[config.mk]
export PLATFORM = sky130hd
export DESIGN_NAME = parallax_step_scheduler
export DESIGN_NICKNAME = d
export VERILOG_FILES = /design/src/rtl/parallax_step_scheduler.sv
export SDC_FILE = /design/constraint.sdc
export NUM_CORES = 1
export LEC_CHECK = 0
export ABC_AREA = 1
export CAP_MARGIN = 15
export CORE_MARGIN = 5
export CORE_UTILIZATION = 55
export CTS_CLUSTER_DIAMETER = 80
export CTS_CLUSTER_SIZE = 16
export DETAILED_ROUTE_END_ITERATION = 12
export PLACE_DENSITY = 0.8
export SETUP_SLACK_MARGIN = 0.5
export SLEW_MARGIN = 10
export SYNTH_ARGS = -nofsm -noshare
export SYNTH_HDL_FRONTEND = slang
export SYNTH_SLANG_ARGS = --single-unit
[constraint.sdc]
create_clock -name clk -period 6.3 [get_ports clk]
set_input_delay 0.63 -clock clk [delete_from_list [all_inputs] [get_ports clk]]
set_output_delay 0.63 -clock clk [all_outputs]
set_load 0.02 [all_outputs]
[src/rtl/parallax_step_scheduler.sv]
// Per-frame parallax scroll scheduler: fractional phase accumulators issue req/ack steps to layer engines.
// Optional per-layer scroll direction when SCROLL_REVERSE_EN is defined.
module parallax_step_scheduler #(
  parameter int unsigned NUM_LAYERS    = 4,
  parameter int unsigned ACC_W         = 6,
  parameter int unsigned DEFAULT_SPEED = 8,
  localparam int unsigned LW           = $clog2(NUM_LAYERS)
) (
  input  logic                  clk,
  input  logic                  rst_n,
  input  logic                  i_frame_tick,
  input  logic                  i_pause,
  input  logic                  i_cfg_we,
  input  logic [LW-1:0]         i_cfg_layer,
  input  logic [ACC_W:0]        i_cfg_speed,
`ifdef SCROLL_REVERSE_EN
  input  logic                  i_cfg_dir,
  output logic                  o_step_dir,
`endif
  output logic [NUM_LAYERS-1:0] o_step_req,
  input  logic [NUM_LAYERS-1:0] i_step_ack,
  output logic                  o_busy,
  output logic                  o_overrun,
  output logic [7:0]            o_frame_count
);

  localparam logic [ACC_W:0] SPEED_MAX = {1'b1, {ACC_W{1'b0}}};
  localparam logic [ACC_W:0] SPEED_DEF = (ACC_W+1)'(DEFAULT_SPEED);

  typedef enum logic [1:0] {S_IDLE, S_SCAN, S_WAIT_ACK} state_t;

  state_t                r_state, w_state_nxt;
  logic [LW-1:0]         r_idx, w_idx_nxt;
  logic [ACC_W-1:0]      r_acc   [NUM_LAYERS];
  logic [ACC_W-1:0]      w_acc_nxt [NUM_LAYERS];
  logic [ACC_W:0]        r_speed [NUM_LAYERS];
  logic [ACC_W:0]        w_speed_nxt [NUM_LAYERS];
  logic [NUM_LAYERS-1:0] r_step_req, w_step_req_nxt;
  logic                  r_busy, w_busy_nxt;
  logic                  r_overrun, w_overrun_nxt;
  logic [7:0]            r_frame_count, w_frame_count_nxt;
  logic [ACC_W:0]        w_sum;
  logic [ACC_W:0]        w_cfg_speed;
  logic                  w_last;
  logic                  w_cfg_hit;
`ifdef SCROLL_REVERSE_EN
  logic                  r_dir [NUM_LAYERS];
  logic                  w_dir_nxt [NUM_LAYERS];
  logic                  r_step_dir, w_step_dir_nxt;
`endif

  assign w_sum       = {1'b0, r_acc[r_idx]} + r_speed[r_idx];
  assign w_last      = (r_idx == LW'(NUM_LAYERS - 1));
  assign w_cfg_hit   = i_cfg_we && (32'(i_cfg_layer) < NUM_LAYERS);
  assign w_cfg_speed = (i_cfg_speed > SPEED_MAX) ? SPEED_MAX : i_cfg_speed;

  // Next-state and register-update logic
  always_comb begin
    w_state_nxt       = r_state;
    w_idx_nxt         = r_idx;
    w_acc_nxt         = r_acc;
    w_speed_nxt       = r_speed;
    w_step_req_nxt    = r_step_req;
    w_busy_nxt        = r_busy;
    w_overrun_nxt     = r_overrun;
    w_frame_count_nxt = r_frame_count;
`ifdef SCROLL_REVERSE_EN
    w_dir_nxt         = r_dir;
    w_step_dir_nxt    = r_step_dir;
`endif

    if (w_cfg_hit) begin
      w_speed_nxt[i_cfg_layer] = w_cfg_speed;
`ifdef SCROLL_REVERSE_EN
      w_dir_nxt[i_cfg_layer]   = i_cfg_dir;
`endif
    end

    if (i_frame_tick && (r_state != S_IDLE)) begin
      w_overrun_nxt = 1'b1;
    end

    case (r_state)
      S_IDLE: begin
        if (i_frame_tick && !i_pause) begin
          w_state_nxt = S_SCAN;
          w_idx_nxt   = '0;
          w_busy_nxt  = 1'b1;
        end
      end
      S_SCAN: begin
        w_acc_nxt[r_idx] = w_sum[ACC_W-1:0];
        if (w_sum[ACC_W]) begin
          w_step_req_nxt = NUM_LAYERS'(1) << r_idx;
          w_state_nxt    = S_WAIT_ACK;
`ifdef SCROLL_REVERSE_EN
          w_step_dir_nxt = r_dir[r_idx];
`endif
        end else if (w_last) begin
          w_state_nxt       = S_IDLE;
          w_busy_nxt        = 1'b0;
          w_frame_count_nxt = r_frame_count + 8'd1;
        end else begin
          w_idx_nxt = r_idx + LW'(1);
        end
      end
      S_WAIT_ACK: begin
        if (i_step_ack[r_idx]) begin
          w_step_req_nxt = '0;
          if (w_last) begin
            w_state_nxt       = S_IDLE;
            w_busy_nxt        = 1'b0;
            w_frame_count_nxt = r_frame_count + 8'd1;
          end else begin
            w_state_nxt = S_SCAN;
            w_idx_nxt   = r_idx + LW'(1);
          end
        end
      end
      default: w_state_nxt = S_IDLE;
    endcase
  end

  // State and datapath registers, synchronous active-low reset
  always_ff @(posedge clk) begin
    if (!rst_n) begin
      r_state       <= S_IDLE;
      r_idx         <= '0;
      r_step_req    <= '0;
      r_busy        <= 1'b0;
      r_overrun     <= 1'b0;
      r_frame_count <= '0;
      for (int i = 0; i < NUM_LAYERS; i++) begin
        r_acc[i]   <= '0;
        r_speed[i] <= SPEED_DEF;
`ifdef SCROLL_REVERSE_EN
        r_dir[i]   <= 1'b0;
`endif
      end
`ifdef SCROLL_REVERSE_EN
      r_step_dir    <= 1'b0;
`endif
    end else begin
      r_state       <= w_state_nxt;
      r_idx         <= w_idx_nxt;
      r_acc         <= w_acc_nxt;
      r_speed       <= w_speed_nxt;
      r_step_req    <= w_step_req_nxt;
      r_busy        <= w_busy_nxt;
      r_overrun     <= w_overrun_nxt;
      r_frame_count <= w_frame_count_nxt;
`ifdef SCROLL_REVERSE_EN
      r_dir         <= w_dir_nxt;
      r_step_dir    <= w_step_dir_nxt;
`endif
    end
  end

  assign o_step_req    = r_step_req;
  assign o_busy        = r_busy;
  assign o_overrun     = r_overrun;
  assign o_frame_count = r_frame_count;
`ifdef SCROLL_REVERSE_EN
  assign o_step_dir    = r_step_dir;
`endif

endmodule

## After elaboration in Yosys (flattened, before gate mapping)

Index checks and enable logic that the tools add are counted.

| storage, ports and cells | value |
|---|---|
| register bits | 70 |
| output and inout bits | 14 |
| bits of input ports | 18 |
| logic and storage cells | 85 |

| operators by class | value |
|---|---|
| muxes and demuxes | 38 |
| shift operators | 1 |
| order comparisons | 6 |
| $add $sub $neg | 3 |
| reductions and logical operators | 13 |
| equal/unequal tests | 8 |
| bitwise operators | 2 |

Operators with widths:

| cell | count |
|---|---|
| 28-bit bitwise mux | 1 |
| 7-bit two-way mux | 4 |
| 24-bit bitwise mux | 1 |
| 8-bit two-way mux | 3 |
| 6-bit two-way mux | 3 |
| 2-bit two-way mux | 8 |
| 8-bit one-hot mux with 2 select lines | 1 |
| 7-bit binary-select mux with 2-bit select | 1 |
| 7-bit demux with 2-bit select | 1 |
| 6-bit binary-select mux with 2-bit select | 1 |
| 6-bit demux with 2-bit select | 1 |
| 2-bit one-hot mux with 3 select lines | 2 |
| 3-bit AND reduction | 3 |
| 8-bit by 1-bit adder with 8-bit output (second input constant) | 1 |
| 4-bit two-way mux | 2 |
| 2-bit != test (second input constant) | 4 |
| 4-bit one-hot mux with 2 select lines | 1 |
| 6-bit by 7-bit adder with 7-bit output | 1 |
| 7-bit > comparator (second input constant) | 1 |
| 3-bit >= comparator (second input constant) | 2 |
| 3-bit by 1-bit less-than comparator with 1-bit output (second input constant) | 2 |
| 1-bit two-way mux | 6 |
| 2-bit NOT with 3-bit output | 2 |
| 2-bit equality test (second input constant) | 2 |
| other kinds (13) | 17 |

## Logic depth before layout (Yosys ltp)

| depth | value |
|---|---|
| word-level depth | 7 |
| gate-level depth with buffers | 19 |
| mapped depth without buffers | 17 |

## Least setup slack after synthesis

Ideal clock, no wire load.

| timing | value |
|---|---|
| kind | register to register |
| from | register r_idx[0] |
| to | register r_frame_count[2], in the netlist o_frame_count[2] |
| clock period less this slack | 2.563 ns |
| required time | 6.168 ns |
| library setup time | 0.132 ns |
| arrival | 2.430 ns |
| cell stages (with the launch flop) | 19 |
| path slack | 3.737 ns |
| buffers on the path | 2 |
| path through | dfxtp_1 -> inv_2 -> buf_6 -> clkbuf_1 -> nor2_1 -> o22ai_1 -> ha_1 -> inv_1 -> fa_1 -> inv_1 -> nand2_1 -> nand2_1 -> nand3_1 -> nand3_2 -> nand3_4 -> nand2_4 -> nand2_4 -> nand2_1 -> a21oi_1 |

| on the way | value |
|---|---|
| word-level cells in the longest chain between the ends | 7 |
| elaborated cells on any way between the ends | 18 |
| those cells by class | add/sub (1); eq/ne (3); mux (12); bitwise (1); reduce/logical (1) |

Ends and longest elaborated chain:

| item | line | RTL |
|---|---|---|
| start, declared | 33 | `logic [LW-1:0] r_idx, w_idx_nxt;` |
| start signal, assigned | 145 | `r_idx <= w_idx_nxt;` |
| 2-bit NOT with 3-bit output (not written as such) | 52 | `assign w_sum = {1'b0, r_acc[r_idx]} + r_speed[r_idx];` |
| 6-bit binary-select mux with 2-bit select or 7-bit binary-select mux with 2-bit select (tied branches) | 52 |  |
| 6-bit two-way mux (not written as such) or 7-bit two-way mux (tied branches) (2 in a row) | 52 |  |
| 6-bit by 7-bit adder with 7-bit output | 52 |  |
| 2-bit != test (no source line) | n/a |  |
| 3-bit AND reduction (no source line) | n/a |  |
| end signal, assigned | 151 | `r_frame_count <= w_frame_count_nxt;` |
| end, declared | 41 | `logic [7:0] r_frame_count, w_frame_count_nxt;` |

Several ways; a longest one is shown, not always the timed one. The select of a mux whose other input is x is not followed.
A chain may end at the register's enable or synchronous reset.

## Worst setup path in the final report

| timing | value |
|---|---|
| from | register r_idx[0] |
| to | register r_frame_count[7], in the netlist o_frame_count[7] |

Same word-level chain as after synthesis.

==> metrics.txt <==
Port-buffer cells=31; slowest cell on the critical path=dfxtp_1; Worst EP required=6.50 ns; Cell Rows=29; router iterations before antenna repair=7; post-route fraction of the period consumed by the critical path=51.9%; clock-pin transition on the worst setup and hold timing paths=0.08 ns; clock network fraction of design power=24.2%; Bufs on Longest Clock Path=2; ratio of cells with drive above 1 in the final layout=7.76%; number of buffers inserted during clock tree synthesis=9; unrepaired setup endpoints after global routing=no; worst hold margin=0.463 ns; post-cts sizing count=0; clock latency reported for the late side of the worst-skew pair=0.36 ns; P per Cell Area=399 nW/um^2; post-CTS setup repair buffer count=0; upper clock frequency limit=0.306 GHz; setup slack on the worst flop-to-flop path=3.03 ns; routed wirelength normalized by instance count=between 10 and 15 um; run status=complete, no violations; biggest cell delay along the critical path=0.48 ns; overall via count from detail_route=3512; cell chosen for the clock root=clkbuf_8; Avg Cell Area, Syn=7.00 um^2; CTS tree=done; combinational cell fraction of total power=around 44%; antenna violations before repair=0; sequential element share of the synthesized area=a little under two fifths; CP Capture Type=flip-flop; path category of the worst min-delay check=flip-flop to flip-flop; worst-path cell chain=buf_4 -> inv_2 -> o21ai_0 -> o22ai_1 -> ha_1 -> inv_1 -> fa_1 -> inv_1 -> nand2_1 -> nand2_1 -> nand3_1 -> nand3_2 -> nand3_4 -> nand2_4 -> nand2_4 -> nand2_1 -> a21oi_1; final weighted congestion in routability-driven placement=0.834; start point of the worst min-delay path=r_speed[6]; Clock Skews=0.0137 ns; worst-case setup margin in the final layout=3.03 ns; starting density of the core=between 50% and 60%; data arrival time of the critical path=approximately 3.5 ns; final critical-path required period=3.27 ns; Worst Setup SP=r_idx[0]; placed cell areas=4000 um^2; first-pass GRT wire length=14.8 mm; area of the die=8390 um^2; number of DRC markers in iteration 0=just under 200; Unique masters post-synth=33; DIE WIDTH=91.6 um; YS warnings=0; antenna fix cells=0; number of placed I/O pins=32; post-synthesis cell count=around 520; overall global routing resource usage=21.6%; transition time at the pin with the least slew margin=0.777 ns; switching power=0.702 mW; Async SR Flop Fraction=0%; proportion of power drawn by flip-flops and latches=32.1%; number of nets in the synthesized netlist=557; vias in the first global route=about 3300; Rel. slew slack=48.1%; post-detailed-route DRC marker count=0; Final Net Count=583; post-placement worst setup slack=3.11 ns; number of hold-slack violations in the final timing report=0; max-cap violation count=0; top fanout value on the critical path=30; classification of the worst setup path=flip-flop to flip-flop; Area growth syn-to-layout=15.3%; Congestion Overflow GR=0; final-layout setup total negative slack=0 ns; Final Max Tran Viols=0; post-detail-place hpwl=6.17 mm; die outline height=91.6 um; htree depth=3; flip-flop and latch count after synthesis=70; top_reg_cell synth=dfxtp_1; netlist area before placement=3660 um^2; Reg2Reg Launch Point=r_idx[0]; count of final setup violators=0; pin count of the biggest net entering global routing=46; leakage dissipation=roughly 1.8 nW; total wire length=8.86 mm; startpoint kind of the worst setup timing path=flip-flop; average via count per standard cell=5.57; Switching Fraction=41.7%; final design area excluding fillers=~4200 um^2; CTS Hold Bufs=0; number of nets with antenna violations after routing=0; number of enable flip-flop cells after synthesis=0; standard cell core area=6420 um^2; total design power=1.68 mW; worst-case vdd ir drop=~0.19 mV; internal power component=0.981 mW; critical path's most frequent cell=nand2_1; CTS Sinks=70
-- cell usage after synthesis (4+ instances only) --
master / instances / area (um^2)
nor3_2: 4 / 40.0
nand2_4: 5 / 56.3
o21ai_0: 44 / 220
clkinv_1: 4 / 15.0
nand2_1: 95 / 357
dfxtp_1: 70 / 1400
clkbuf_1: 14 / 52.6
inv_2: 5 / 18.8
nand2_2: 5 / 31.3
nand3_1: 35 / 175
ha_1: 15 / 188
inv_1: 47 / 176
nor2_1: 86 / 323
a21oi_1: 48 / 240
nand4_1: 5 / 31.3
xor2_1: 7 / 61.3
o22ai_1: 10 / 62.6
-- layout make-up --
class,count,area (um^2)
Tap cell,77,96.3
Sequential cell,70,1400
Clock inverter,5,82.6
Timing Repair Buffer,33,325
Inverter,56,210
Clock buffer,11,141
Multi-Input combinational cell,379,1970
Fill cell,576,2200
-- flip-flops by register name (all words and copies together) (netlist names) --
name,flops
o_overrun,1
r_idx,2
r_acc,24
o_frame_count,8
r_speed,28
o_busy,1
o_step_req,4
r_state,2
-- metal layers --
metal  global-route usage [%]  share of wire, %  vias to the layer above
met5                        0                 0                        -
met3                     6.45               6.8                       26
met4                     8.54               2.3                        0
met1                     27.1                44                     1593
met2                     34.8                47                      131
li1                         -                 -                     1762
-- logic make-up after synthesis --
group	Yosys count	share of synthesized area [%]
AO/OA/AOI/OAI	113	16.8
XOR/XNOR	9	2.15
adder cells (fa/ha/maj)	16	5.67
buffers and inverters	74	8.06
flip-flops	70	38.3
AND/OR/NAND/NOR	241	29.1
-- worst max-delay path, delay by kind of cell, from the launching register on --
kind	cells	cell delay (ns)
DFF	1	0.48
buffers and inverters	4	0.85
AOI/OAI and AO/OA	3	0.39
adders and majority gates	2	0.60
and+or+nand+nor	8	0.78
-- cells in the final DEF (no fill, tap or decap), drive strengths merged --
cell           synthesis  final
or2                    2      2
buf                    4      2
xor2                   7      7
inv                   52     52
clkdlybuf4s50          0     31
o22ai                 10     10
o21ai                 46     46
clkbuf                14     11
xnor2                  2      2
ha                    15     15
bufinv                 0      2
dfxtp                 70     70
fa                     1      1
nor2                  87     87
nand4                  5      5
clkinv                 4      7
nand2                105    105
nor3                   5      5
a21oi                 51     51
o21bai                 1      1
a32oi                  2      2
a211oi                 3      3
nand3                 37     37
-- stage by stage --
| stage | utilization (%) | std cells |
|---|---|---|
| 3_5_place_dp | 62.3 | 615 |
| 3_3_place_gp | 62.3 | 615 |
| 6_report | 65.8 | 631 |
| 2_1_floorplan | - | 523 |
| 4_1_cts | 65.8 | 631 |
| 5_1_grt | 65.8 | 631 |
-- worst paths after layout --
check | end | cells after the start
worst min-delay path | r_speed[6] | 2
worst max register to register | o_frame_count[7] | 17
worst min register to register | r_speed[6] | 2
worst max-delay path | o_frame_count[7] | 17
-- power by group through the flow --
stage | registers, mW | clock network, mW | logic, mW
floorplan | 0.537 | 0 | 0.571
global placement | 0.547 | 0 | 0.700
detailed placement | 0.548 | 0 | 0.721
CTS | 0.539 | 0.412 | 0.726
global route | 0.545 | 0.431 | 0.835
finish | 0.541 | 0.408 | 0.735
No activity file was read; power rests on OpenSTA's default activity.
